--- config.mk ---
export PLATFORM = sky130hd
export DESIGN_NAME = seg_scan_scheduler
export DESIGN_NICKNAME = d
export VERILOG_FILES = /design/src/rtl/seg_scan_scheduler.sv
export SDC_FILE = /design/constraint.sdc
export NUM_CORES = 1
export LEC_CHECK = 0
export ABC_AREA = 1
export CORE_MARGIN = 10
export CORE_UTILIZATION = 35
export DETAILED_ROUTE_END_ITERATION = 16
export PLACE_DENSITY = 0.53
export SLEW_MARGIN = 20
export SYNTH_ARGS = -nofsm -noshare
export SYNTH_HDL_FRONTEND = slang
export SYNTH_SLANG_ARGS = --single-unit
export TNS_END_PERCENT = 5
--- constraint.sdc ---
create_clock -name clk -period 2.6 [get_ports clk]
set_input_delay 0.52 -clock clk [delete_from_list [all_inputs] [get_ports clk]]
set_output_delay 0.52 -clock clk [all_outputs]
set_load 0.02 [all_outputs]
--- src/rtl/seg_scan_scheduler.sv ---
// Frame scheduler for a 4-digit multiplexed 7-segment display: slot sequencing with
// a blank phase per slot, 4-bit PWM brightness, leading-zero suppression, frame-aligned commits.
module seg_scan_scheduler #(
  parameter int SUB_DIV = 3125
) (
  input  logic        clk,
  input  logic        reset,
  input  logic        i_wr_en,
  input  logic [15:0] i_wr_data,
  input  logic [3:0]  i_wr_dp,
  input  logic [3:0]  i_wr_blank,
  output logic        o_wr_ack,
  input  logic [3:0]  i_bright,
  input  logic        i_lz_en,
  output logic [3:0]  o_anode,
  output logic [1:0]  o_seg_sel,
  output logic [3:0]  o_digit_val,
  output logic        o_dp,
  output logic        o_frame_start
);

  localparam int SW = (SUB_DIV > 1) ? $clog2(SUB_DIV) : 1;
  localparam logic [SW-1:0] SUB_LAST = SW'(SUB_DIV - 1);

  logic [SW-1:0] r_sub_cnt;
  logic [3:0]    r_phase;
  logic [1:0]    r_digit;
  logic [15:0]   r_act_data;
  logic [3:0]    r_act_dp;
  logic [3:0]    r_act_blank;
  logic [3:0]    r_bright_q;
  logic          r_wr_ack;
  logic          r_frame_start;
  logic [3:0]    r_anode;
  logic [1:0]    r_seg_sel;
  logic [3:0]    r_digit_val;
  logic          r_dp;

  logic       w_sub_wrap;
  logic       w_slot_end;
  logic       w_frame_wrap;
  logic [3:0] w_supp;
  logic [3:0] w_visible;
  logic       w_cur_vis;
  logic       w_cur_dp;
  logic [3:0] w_cur_nib;
  logic       w_lit;
  logic [3:0] w_anode_nxt;

  assign w_sub_wrap   = (r_sub_cnt == SUB_LAST);
  assign w_slot_end   = w_sub_wrap && (r_phase == 4'd15);
  assign w_frame_wrap = w_slot_end && (r_digit == 2'd3);

  // A digit is suppressed only if it and every digit to its left are zero.
  assign w_supp[3] = i_lz_en && (r_act_data[15:12] == 4'd0);
  assign w_supp[2] = w_supp[3] && (r_act_data[11:8] == 4'd0);
  assign w_supp[1] = w_supp[2] && (r_act_data[7:4] == 4'd0);
  assign w_supp[0] = 1'b0;

  assign w_visible = ~r_act_blank & ~w_supp;
  assign w_cur_vis = w_visible[r_digit];
  assign w_cur_dp  = r_act_dp[r_digit];

  always_comb begin
    w_cur_nib = r_act_data[3:0];
    case (r_digit)
      2'd1:    w_cur_nib = r_act_data[7:4];
      2'd2:    w_cur_nib = r_act_data[11:8];
      2'd3:    w_cur_nib = r_act_data[15:12];
      default: w_cur_nib = r_act_data[3:0];
    endcase
  end

  // Phase 0 is the anti-ghosting blank; phases 1..bright_q drive the anode.
  assign w_lit       = w_cur_vis && (r_phase != 4'd0) && (r_phase <= r_bright_q);
  assign w_anode_nxt = w_lit ? ~(4'b0001 << r_digit) : 4'hF;

  // Handshake: the requester holds i_wr_* stable while i_wr_en is high; contents are
  // captured only on the frame-wrap cycle, acknowledged by a one-cycle o_wr_ack.
  always_ff @(posedge clk or posedge reset) begin
    if (reset) begin
      r_sub_cnt     <= '0;
      r_phase       <= 4'd0;
      r_digit       <= 2'd0;
      r_act_data    <= 16'd0;
      r_act_dp      <= 4'd0;
      r_act_blank   <= 4'hF;
      r_bright_q    <= 4'd0;
      r_wr_ack      <= 1'b0;
      r_frame_start <= 1'b0;
      r_anode       <= 4'hF;
      r_seg_sel     <= 2'd0;
      r_digit_val   <= 4'd0;
      r_dp          <= 1'b0;
    end else begin
      if (w_sub_wrap) begin
        r_sub_cnt <= '0;
        r_phase   <= r_phase + 4'd1;
        if (r_phase == 4'd15) r_digit <= r_digit + 2'd1;
      end else begin
        r_sub_cnt <= r_sub_cnt + 1'b1;
      end

      if (w_slot_end) r_bright_q <= i_bright;

      r_frame_start <= w_frame_wrap;
      r_wr_ack      <= 1'b0;
      if (w_frame_wrap) begin
        r_wr_ack <= i_wr_en;
        if (i_wr_en) begin
          r_act_data  <= i_wr_data;
          r_act_dp    <= i_wr_dp;
          r_act_blank <= i_wr_blank;
        end
      end

      r_anode     <= w_anode_nxt;
      r_seg_sel   <= r_digit;
      r_digit_val <= w_cur_nib;
      r_dp        <= w_cur_vis & w_cur_dp;
    end
  end

  assign o_wr_ack      = r_wr_ack;
  assign o_frame_start = r_frame_start;
  assign o_anode       = r_anode;
  assign o_seg_sel     = r_seg_sel;
  assign o_digit_val   = r_digit_val;
  assign o_dp          = r_dp;

endmodule
# Yosys cells after proc, flatten, opt, wreduce, memory -nomap -nowiden
# Index checks and enable logic that the tools add are counted.
# Widths: inputs -> output; s select.
# word_totals
out_inout_bits,13
mem_count,0
romBits,0
regBits,59
in_bits,32
elab_cells,50
latch_bits,0
ram_bits,0
# op_classes
n_eq_ne,5
n_bitwise,5
muxes,8
order_cmp,2
n_addsub,3
shifts,1
reduce_logical,13
multipliers,0
n_div,0
# op_table
op,n
$add 12x1->12 const B,1
$eq 12x12->1 const B,1
$logic_not 4->1,3
$mux 12,1
$not 4->4,3
$pmux 4 s3,1
$logic_and 1x1->1,7
$add 4x1->4 const B,1
$and 4x4->4,1
$bmux 1 s2,2
$eq 2x2->1 const B,2
$eq 4x4->1 const B,1
$le 4x4->1,1
$mux 4,1
$reduce_and 2->1,2
$reduce_bool 4->1,1
$shl 1x2->4 const A,1
$lt 2x3->1 const B,1
$mux 1,3
$add 2x1->2 const B,1
$eq 2x1->1 const B,1
$and 1x1->1,1

# Depth between registers and ports, before layout
# Gate-level depths: netlist of run 1.
# logic_depth
word_depth,11
mapped_depth,10

# Worst setup path after synthesis of run 1
# No wires, ideal clock.
# synth_timing
path_kind,register to register
from,register r_sub_cnt[0]
to,register r_act_data[4]
setup_time_ps,117
synth_period_minus_slack_ps,1533
path_slack_ps,1067
t_arrival_ps,1417
required_ps,2483
n_path_buf,1
path_stages_with_launch,11
path_cell_list,dfrtp_1 -> inv_1 -> ha_1 -> nand3_2 -> nor2_4 -> nand3_4 -> nor2_8 -> nand2_4 -> buf_6 -> nand2_1 -> nand2_1
# synth_via
elab_chain_len,4
# synth_rtl
element,line,text
start: declaration,25,logic [SW-1:0] r_sub_cnt;
start signal: assignment,101,r_sub_cnt <= r_sub_cnt + 1'b1;
$eq 12x12->1,50,assign w_sub_wrap = (r_sub_cnt == SUB_LAST);
$logic_and 1x1->1,51,assign w_slot_end = w_sub_wrap && (r_phase == 4'd15);
$logic_and 1x1->1,52,assign w_frame_wrap = w_slot_end && (r_digit == 2'd3);
$reduce_and 2->1 (no line),-,
end signal: assignment,111,r_act_data <= i_wr_data;
end: declaration,28,logic [15:0] r_act_data;
# Every way passes these cells.
# A chain may end at the register's enable or synchronous reset.

# Final worst setup path of run 1
# layout_timing
from,"register r_anode[2], in the netlist o_anode[2]"
to,output o_anode[2]
# layout_rtl
element,line,text
start: declaration,34,logic [3:0] r_anode;
start signal: assignment,117,r_anode <= w_anode_nxt;
end: declaration,15,"output logic [3:0] o_anode,"
# No word-level cell between the ends.

==> results by group, run 1 <==
Worst setup path
  • Buf+Inv Stages, Crit Path: 1
  • Critical path arrival: roughly 1.5 ns
  • Worst Setup EP: o_anode[2]
  • Worst EP required: around 2.1 ns
  • FF-to-FF End: r_act_data[4]
  • Critical path class: reg2out
  • Reg2reg start: r_sub_cnt[0]
  • Largest stage delay on the critical path: roughly 0.61 ns
  • CP top delay family: buffers and inverters
  • Cell count of the worst reg-to-reg path: 9
  • CP Capture Type: output pin
  • Worst-path cell chain: clkdlybuf4s50_1
  • Critical path peak fanout: 1
  • Critical Path Start Type: flop
  • Slowest-stage cell, CP: clkdlybuf4s50_1
  • Setup slack, reg-to-reg: approximately 0.63 ns
  • Worst Setup SP: o_anode[2]
  • Crit path depth: 1

Floorplanning
  • Starting Density: a little over a third
  • Overall die height: roughly 110 um
  • Die area: around 12000 um^2
  • Core area: slightly above 8000 um^2
  • Die W: between 100 and 150 um
  • IO Pins: 45
  • Site Rows: 33

GRT
  • Global Route Usage Sum: 10.99%
  • Largest net degree at the start of global routing: 28
  • Initial antenna violation count: 0
  • Global-route wire length before repair: approximately 11000 um
  • Vias in the first global route: ~2.5k
  • Grt ovf: 0

Hold path
  • Hold Path Stages: 2
  • Hold Path Class: reg2reg

Logic synthesis
  • Register area share after synthesis: approximately 50%
  • Synth area leader: dfrtp_1
  • Largest cells by area after synthesis: dfrtp_1, nand2_1, dfstp_2
  • Post-synthesis cell area: 2937 um^2
  • Warnings, synthesis: 0
  • Mapped Cells: 349
  • List of most frequent post-synthesis cells: nand2_1, dfrtp_1, inv_1, nand3_1, nor2_1
  • Library cells used by synthesis: 26
  • Count leader, synth: nand2_1
  • Syn Area/Cell: between 8 and 9 um^2
  • Synthesis-stage register bit count: between 50 and 60
  • Post-synth EDFFs: 0
  • Synth top area share: a little over two fifths
  • Async set or reset register ratio after synthesis: 100.0%
  • Synth Flop Type: dfrtp_1
  • Post-Synthesis Net Count: just under 400

Timing
  • RSZ-0062 raised after global routing: false
  • Tightest Pin Transition: about 0.48 ns
  • Slew margin rel.: between 60 and 70%
  • Final setup violation count: 0
  • Min Tclk post-route: ~2.0 ns
  • Final slew viol count: 0
  • Min Hold Slack: between 0.4 and 0.5 ns
  • Setup_tns: 0 ns
  • Skew final: 0.008629 ns
  • Hold Fails Final Rpt: 0
  • Crit share post-route: approximately 76%
  • Fmax: a little over 500 MHz

Run status
  • Status: finished, final reports clean

Placement
  • Number of port buffers: 44
  • GPL Wtd Cong: 0.7945
  • DP Wirelength: 4920 um

Final layout
  • Register Area: around 1500 um^2
  • Multi-input logic area: about 1200 um^2
  • N_diodes: 0
  • Synth-to-layout area growth: 25.14%
  • Nets@finish: 444
  • FILL cells: 828
  • Share of layout cells above drive strength 1: under 10%

Clock network
  • Clk Latency, worst-skew pair: roughly 0.34 ns
  • Worst-path clk slew: ~0.070 ns
  • TritonCTS Sinks: slightly below 60
  • Post-CTS setup repair buffer count: 0
  • CTS tree: built
  • Clock Path Buffers: 2
  • Htree depth: 3
  • Post-CTS sizing: 0
  • Clock root buffer: clkbuf_8
  • CTS Hold Buffers Added: 0
  • CTS Buf Count: 9

Route
  • Routed vias: between 2k and 2.5k
  • DRC violations left: 0
  • Vias per cell: around 4.6
  • DRT antenna net count: 0
  • DRT Pass-1 Iters: 4
  • Routed WL: between 6000 and 7000 um
  • 1st-iter DRT viols: 85
  • WL/cell: 12.82 um

Pwr
  • Total power: approximately 1800 uW
  • Peak VDD IR: 0.1932 mV
  • Pleak: ~0.0019 uW
  • Power Dens Cells: between 400 and 500 nW/um^2

Run
  • # Max-Cap Violations: 0
==> kinds of logic after synthesis <==
group | synth area share [%]
AO/OA/AOI/OAI | 4.900
adder cells (fa/ha/maj) | 5.539
XOR/XNOR | 2.088
AND/OR/NAND/NOR | 28.25
flip-flops | 50.62
buffers and inverters | 8.606
==> cells in the final DEF, fill, tap and decap left out <==
| cell type | count |
|---|---|
| nor3_2 | 2 |
| xnor2_1 | 2 |
| nand2_1 | 94 |
| o21ai_0 | 17 |
| nor3_1 | 6 |
| nand2_4 | 1 |
| bufinv_16 | 1 |
| and2_0 | 1 |
| buf_4 | 2 |
| nand4_1 | 9 |
| nand3_2 | 1 |
| clkbuf_8 | 10 |
| nor2_1 | 31 |
| nand3_1 | 33 |
| a21oi_1 | 8 |
| dfstp_2 | 8 |
| clkdlybuf4s50_1 | 44 |
| inv_2 | 2 |
| o22ai_1 | 3 |
| dfrtp_1 | 51 |
| buf_12 | 1 |
| ha_1 | 13 |
| inv_1 | 49 |
| nand3_4 | 1 |
| nand2_2 | 2 |
| xor2_1 | 5 |
| clkinv_2 | 5 |
| nor2_8 | 1 |
| nor2_4 | 1 |
==> power breakdown <==
part | leakage (uW) | switching, uW | internal, uW
Clock | 0.000106 | 367 | 460
Sequential | 0.000761 | 0 | 918
Combinational | 0.00104 | 34.1 | 47.1
Total | 0.00191 | 401 | 1430
==> flip-flops by register name (all words and copies together) (netlist names) <==
| signal | flops |
|---|---|
| r_act_blank | 4 |
| r_act_data | 16 |
| r_bright_q | 4 |
| o_digit_val | 4 |
| r_phase | 4 |
| o_frame_start | 1 |
| o_dp | 1 |
| r_sub_cnt | 12 |
| o_anode | 4 |
| o_seg_sel | 2 |
| r_act_dp | 4 |
| o_wr_ack | 1 |
| r_digit | 2 |
==> layout make-up <==
class                      instances  area share, %
clock inverter                     6          1.498
multi-input combinational        231          32.58
timing repair buffer              47          12.94
inverter                          51          5.209
clock buffer                      10          3.745
tap                              105          3.575
sequential                        59          40.45
==> worst register-to-register path, stage by stage, from the launching register on <==
cell and delay [ns]:
dfrtp_1 0.40, inv_1 0.10, ha_1 0.19, nand3_2 0.10, nor2_4 0.14, nand3_4 0.17, nor2_8 0.34, nand2_4 0.25
nand2_1 0.13, nand2_1 0.05
==> metal layers <==
layer	GRT usage [%]	up-vias	share of wire, %
met1	13.33	1056	47
met3	4.026	15	5.5
met2	17.08	44	45
li1	-	1203	-
met5	0	-	0
met4	4.884	0	2.0
==> worst min-delay path by stage <==
stage | from | to
global route | r_act_data[9] | r_act_data[9]
global placement | r_act_data[2] | r_act_data[2]
floorplan | r_act_dp[1] | r_act_dp[1]
CTS | r_act_blank[0] | r_act_blank[0]
finish | r_act_data[8] | r_act_data[8]
detailed placement | r_act_data[1] | r_act_data[1]
==> metrics by stage <==
step | worst slack [ns] | utilization [%] | cells | cell area [um^2]
floorplan | 0.6369 | - | 349 | 2937
CTS | 0.5883 | 44.95 | 509 | 3675
finish | 0.6152 | 44.95 | 509 | 3675
global placement | 0.6831 | 42.59 | 493 | 3482
global route | 0.4242 | 44.95 | 509 | 3675
detailed placement | 0.6058 | 42.59 | 493 | 3482
No activity file was read; power rests on OpenSTA's default activity.
==> run 2, diff against run 1 <==
--- a/config.mk
+++ b/config.mk
@@ -9,7 +9,7 @@
 export CORE_MARGIN = 10
 export CORE_UTILIZATION = 35
 export DETAILED_ROUTE_END_ITERATION = 16
-export PLACE_DENSITY = 0.53
+export PLACE_DENSITY = 0.55
 export SLEW_MARGIN = 20
 export SYNTH_ARGS = -nofsm -noshare
 export SYNTH_HDL_FRONTEND = slang
==> constraint.sdc (replaced) <==
create_clock -name clk -period 1.6 [get_ports clk]
set_input_delay 0.32 -clock clk [delete_from_list [all_inputs] [get_ports clk]]
set_output_delay 0.32 -clock clk [all_outputs]
set_load 0.02 [all_outputs]
==> run 2 against run 1 <==
Compared with the run above: largest power group is now clock; global-route usage fell by 0.14 points; sequential power up 62%; clock skew grew 0.00093 ns; register-to-register slack worse by 0.59 ns; sequential share of layout area decreased by 1.5 points; critical path type is now reg2reg; final area grew 3.7%; combinational power up 64%.
==> results by group, run 2 (synthesis results as in run 1) <==
Clock network
  • Clock Path Buffers: 2
  • Htree depth: 3
  • CTS Hold Buffers Added: 0
  • CTS Buf Count: 9
  • Worst-path clk slew: around 0.070 ns
  • TritonCTS Sinks: between 50 and 60
  • Clk Latency, worst-skew pair: roughly 0.33 ns
  • CTS tree: built
  • Clock root buffer: clkbuf_8

Final layout
  • Top reg by flops: r_act_data
  • Share of layout cells above drive strength 1: between 10% and 20%
  • Nets@finish: ~460
  • Post-route insts no fill: between 500 and 600
  • N_diodes: 0
  • Final Instance Area: about 3800 um^2
  • Max reg flops: 16
  • Commonest non-fill, non-tap cells in the layout: nand2_1, dfrtp_1, inv_1
  • Most common cell after layout, fill and taps aside: nand2_1
  • Synth-to-layout area growth: 29.83%
  • Top flop regs: r_act_data (16), r_sub_cnt (12)

GRT
  • Vias in the first global route: between 2k and 2.5k
  • Largest net degree at the start of global routing: 60
  • Global Route Usage Sum: roughly 11%
  • Grt ovf: 0
  • Global-route wire length before repair: 11280 um
  • Initial antenna violation count: 0

Timing
  • Tightest Pin Transition: 0.3539 ns
  • Slew margin rel.: between 70% and 80%
  • Final slew viol count: 0
  • RSZ-0062 raised after global routing: true
  • Hold Fails Final Rpt: 0
  • Min Tclk post-route: 1.559 ns
  • Skew final: ~0.0096 ns
  • Final setup violation count: 0
  • Crit share post-route: roughly 100%
  • Fmax: between 600 and 700 MHz

Route
  • 1st-iter DRT viols: 77
  • Routed WL: approximately 6600 um
  • DRT antenna net count: 0
  • DRC violations left: 0
  • DRT Pass-1 Iters: 4
  • Vias per cell: approximately 4.6
  • Routed vias: approximately 2.4k
  • WL/cell: around 13 um

Worst setup path
  • Worst EP required: between 1.5 and 2 ns
  • CP top delay family: simple AND/OR/NAND/NOR gates
  • Critical path class: reg2reg
  • Setup slack, reg-to-reg: between 0.04 and 0.05 ns
  • Critical Path Start Type: flop
  • Worst-path cell chain: inv_1, ha_2, nand3_2, nor2_4, nand3_4, nor2_8, nand2_8, nand2_1, nand2_1
  • Largest stage delay on the critical path: roughly 0.38 ns
  • Critical path peak fanout: 24
  • CP Capture Type: flop
  • Buf+Inv Stages, Crit Path: 1
  • Most used cell, CP: nand2_1
  • Critical path arrival: 1.78 ns
  • Slowest-stage cell, CP: dfrtp_1

Floorplanning
  • Starting Density: roughly 36%
  • Die area: ~12000 um^2
  • Site Rows: 33
  • Overall die height: around 110 um
  • Die W: between 100 and 150 um
  • IO Pins: between 40 and 50
  • Core area: between 8000 and 9000 um^2

Placement
  • Placed Area: between 3000 and 4000 um^2
  • Number of port buffers: 44
  • GPL Wtd Cong: approximately 0.8
  • DP Wirelength: ~5000 um
  • Placed insts: ~510

Run status
  • Status: finished, final reports clean

Pwr
  • Peak VDD IR: 0.4573 mV
  • Power Dens Cells: 822.1 nW/um^2
  • Pleak: a little over 0.002 uW

Hold path
  • Hold Path Class: in2async

Run
  • # Max-Cap Violations: 0
## run 2: cell count changes in the layout (fill, tap and decap cells not counted), sizes merged
cell           change
clkinv             -3
clkbuf             +1
bufinv             +1
clkinvlp           +2
buf               +12
inv                -1
dlygate4sd2       +10
dlymetal6s2s       +3
clkdlybuf4s50     -13
## run 2: power by group
group	switching [uW]	internal, uW
clock network	595	915
registers	0	1490
logic	55.5	77.1
total	650	2480
## run 2: stage by stage
stage	worst slack (ns)	utilization, %	hold slack, ns	power (uW)	TNS (ns)
3_3_place_gp	-0.01347	43.74	0.4210	1655	-0.1742
5_1_grt	-0.06604	46.63	0.4268	3270	-0.6459
3_5_place_dp	-0.02535	43.74	0.4154	1656	-0.2957
2_1_floorplan	0.06656	-	0.4166	1557	0
6_report	0.04079	46.63	0.3997	3134	0
4_1_cts	0.0007825	46.40	0.4136	3178	0
## run 2: final timing paths
kind	startpoint	end	depth (start not counted)
worst max register to register	r_sub_cnt[0]	r_act_data[4]	9
worst min-delay path	reset	r_bright_q[0]	3
worst max-delay path	r_sub_cnt[0]	r_act_data[4]	9
worst min register to register	r_digit[1]	o_seg_sel[1]	0
max in group asynchronous	reset	r_act_blank[3]	3
min in group clk	r_digit[1]	o_seg_sel[1]	0
## run 2: layout make-up
type / count / area (um^2)
Multi-Input combinational cell: 231 / 1220
Clock buffer: 11 / 141.4
Fill cell: 804 / 4363
Tap cell: 105 / 131.4
Sequential cell: 59 / 1486
Clock inverter: 5 / 77.57
Inverter: 51 / 195.2
Timing Repair Buffer: 59 / 560.5
## run 2: worst min-delay path: cells and delay by family
kind                   cells  cell delay [ns]
buffers and inverters      3             0.80
## run 2: what timing repair did
item | CTS | global route
setup buffers | 0 | 0
endpoints found under the hold margin | 0 | 0
gates resized for setup | 12 | 8
endpoints found under the setup margin | 30 | 34
## run 2: metal layers
metal  global-route usage (%)  part of all wire (%)  vias up
met5                        0                     0        -
met4                    3.599                   1.1        0
met3                    3.704                   4.3        7
met2                    17.31                    47       37
met1                    13.39                    47     1121
li1                         -                     -     1221
==> run 3, diff against run 2 <==
--- a/config.mk
+++ b/config.mk
@@ -9,7 +9,7 @@
 export CORE_MARGIN = 10
 export CORE_UTILIZATION = 35
 export DETAILED_ROUTE_END_ITERATION = 16
-export PLACE_DENSITY = 0.55
+export PLACE_DENSITY = 0.53
 export SLEW_MARGIN = 20
 export SYNTH_ARGS = -nofsm -noshare
 export SYNTH_HDL_FRONTEND = slang
==> constraint.sdc (replaced) <==
create_clock -name clk -period 1.9 [get_ports clk]
set_input_delay 0.38 -clock clk [delete_from_list [all_inputs] [get_ports clk]]
set_output_delay 0.38 -clock clk [all_outputs]
set_load 0.02 [all_outputs]
==> run 3 against run 2 <==
Compared with the run above: utilization decreased by 0.67 points; die area unchanged; first-iteration DRC count increased by 35%; critical path depth decreased by 8; hold slack got worse by 0.088 ns; total power decreased by 20%; worst setup slack improved by 0.019 ns; clock skew decreased by 0.0034 ns; register-to-register slack improved by 0.17 ns; clock power decreased by 25%; critical endpoint is now o_anode[2]; highest routed layer unchanged.
==> results by group, run 3 (synthesis results as in run 1) <==
Final layout
  • N_diodes: 0
  • Top flop regs: r_act_data (16), r_sub_cnt (12)
  • Nets@finish: 450
  • FILL cells: just over 800
  • Final Instance Area: roughly 3800 um^2
  • Synth-to-layout area growth: 27.95%
  • Commonest non-fill, non-tap cells in the layout: nand2_1, dfrtp_1, inv_1
  • Share of layout cells above drive strength 1: between 10% and 20%
  • Max reg flops: 16
  • Top reg by flops: r_act_data
  • Most common cell after layout, fill and taps aside: nand2_1
  • Fin util: 45.96%

Route
  • Routed WL: about 6700 um
  • DRT antenna net count: 0
  • DRC violations left: 0
  • WL/cell: ~13 um
  • Vias per cell: about 4.5
  • Routed vias: approximately 2.3k
  • 1st-iter DRT viols: ~100
  • DRT Pass-1 Iters: 4

Floorplanning
  • IO Pins: 45
  • Die W: about 110 um
  • Die area: approximately 12000 um^2
  • Core area: 8175 um^2
  • Overall die height: between 100 and 150 um
  • Site Rows: 33
  • Starting Density: between 30% and 40%

Clock network
  • TritonCTS Sinks: 59
  • Worst-path clk slew: 0.07 ns
  • CTS tree: built
  • Post-CTS sizing: 0
  • CTS Hold Buffers Added: 0
  • Clock root buffer: clkbuf_8
  • Clock Path Buffers: 2
  • Clk Latency, worst-skew pair: 0.34 ns
  • Post-CTS setup repair buffer count: 0
  • CTS Buf Count: 9
  • Htree depth: 3

Worst setup path
  • Critical Path Start Type: flop
  • Critical path arrival: 1.46 ns
  • Buf+Inv Stages, Crit Path: 1
  • Critical path peak fanout: 1
  • CP Capture Type: output pin
  • Worst EP required: ~1.5 ns
  • CP top delay family: buffers and inverters
  • Worst-path cell chain: clkdlybuf4s50_1
  • Slowest-stage cell, CP: clkdlybuf4s50_1
  • Critical path class: reg2out
  • Largest stage delay on the critical path: approximately 0.60 ns

Placement
  • Placed Area: between 3000 and 4000 um^2
  • DP Wirelength: around 5200 um
  • GPL Wtd Cong: ~0.79
  • Number of port buffers: between 40 and 50
  • Pre-CTS WS: a little under 0.2 ns

Timing
  • Final slew viol count: 0
  • RSZ-0062 raised after global routing: false
  • Slew margin rel.: between 70% and 80%
  • Skew final: 0.006206 ns
  • Final setup violation count: 0
  • Crit share post-route: 96.84%
  • Min Tclk post-route: between 1.5 and 2 ns
  • Hold Fails Final Rpt: 0
  • Setup ws final: between 0.06 and 0.07 ns
  • Setup_tns: 0 ns
  • Tightest Pin Transition: 0.4117 ns
  • Min Hold Slack: just over 0.3 ns
  • Fmax: between 500 and 600 MHz

Hold path
  • Hold Path Class: in2async

GRT
  • Initial antenna violation count: 0
  • Largest net degree at the start of global routing: 27
  • Global-route wire length before repair: between 10000 and 15000 um
  • Vias in the first global route: 2403
  • Grt ovf: 0
  • Global Route Usage Sum: 10.95%

Run status
  • Status: finished, final reports clean

Pwr
  • Peak VDD IR: 0.2438 mV
  • Power Dens Cells: around 670 nW/um^2
  • Pleak: approximately 0.0019 uW

Run
  • # Max-Cap Violations: 0
-- run 3: final timing paths --
check | startpoint | end | slack [ns] | depth (start not counted)
setup / recovery | o_anode[2] | o_anode[2] | 0.06 | 1
hold / removal | reset | r_sub_cnt[10] | 0.31 | 2
setup reg to reg | r_sub_cnt[0] | r_act_data[9] | 0.21 | 9
hold reg to reg | r_digit[0] | o_seg_sel[0] | 0.43 | 0
max in group asynchronous | reset | o_anode[3] | 1.07 | 3
min in group clk | r_digit[0] | o_seg_sel[0] | 0.43 | 0
-- run 3: cell type report --
| class | instances | area, um^2 | share of cell area, % |
|---|---|---|---|
| clock buffer | 9 | 123.9 | 3.297 |
| clock inverter | 7 | 68.82 | 1.832 |
| timing repair buffer | 53 | 558.0 | 14.85 |
| inverter | 51 | 191.4 | 5.095 |
| tap | 105 | 131.4 | 3.497 |
| multi-input combinational | 231 | 1197 | 31.87 |
| sequential | 59 | 1486 | 39.56 |
-- run 3: stage by stage --
| step | total power [uW] | std cells |
|---|---|---|
| final | 2500 | 515 |
| after global placement | 1400 | 499 |
| after global routing | 2602 | 515 |
| after detailed placement | 1401 | 499 |
| after floorplan | 1311 | 349 |
| after CTS | 2529 | 515 |
-- run 3: power by group --
part	internal (uW)	switching (uW)
Combinational	70.0	48.4
Clock	599	526
Sequential	1260	0
-- run 3: metal layers --
metal / GRT usage [%] / up-vias / wire length, um
li1: - / 1214 / -
met1: 12.73 / 1048 / 3140
met2: 18.01 / 57 / 3201
met3: 3.382 / 12 / 283
met4: 5.141 / 0 / 105
met5: 0 / - / 0
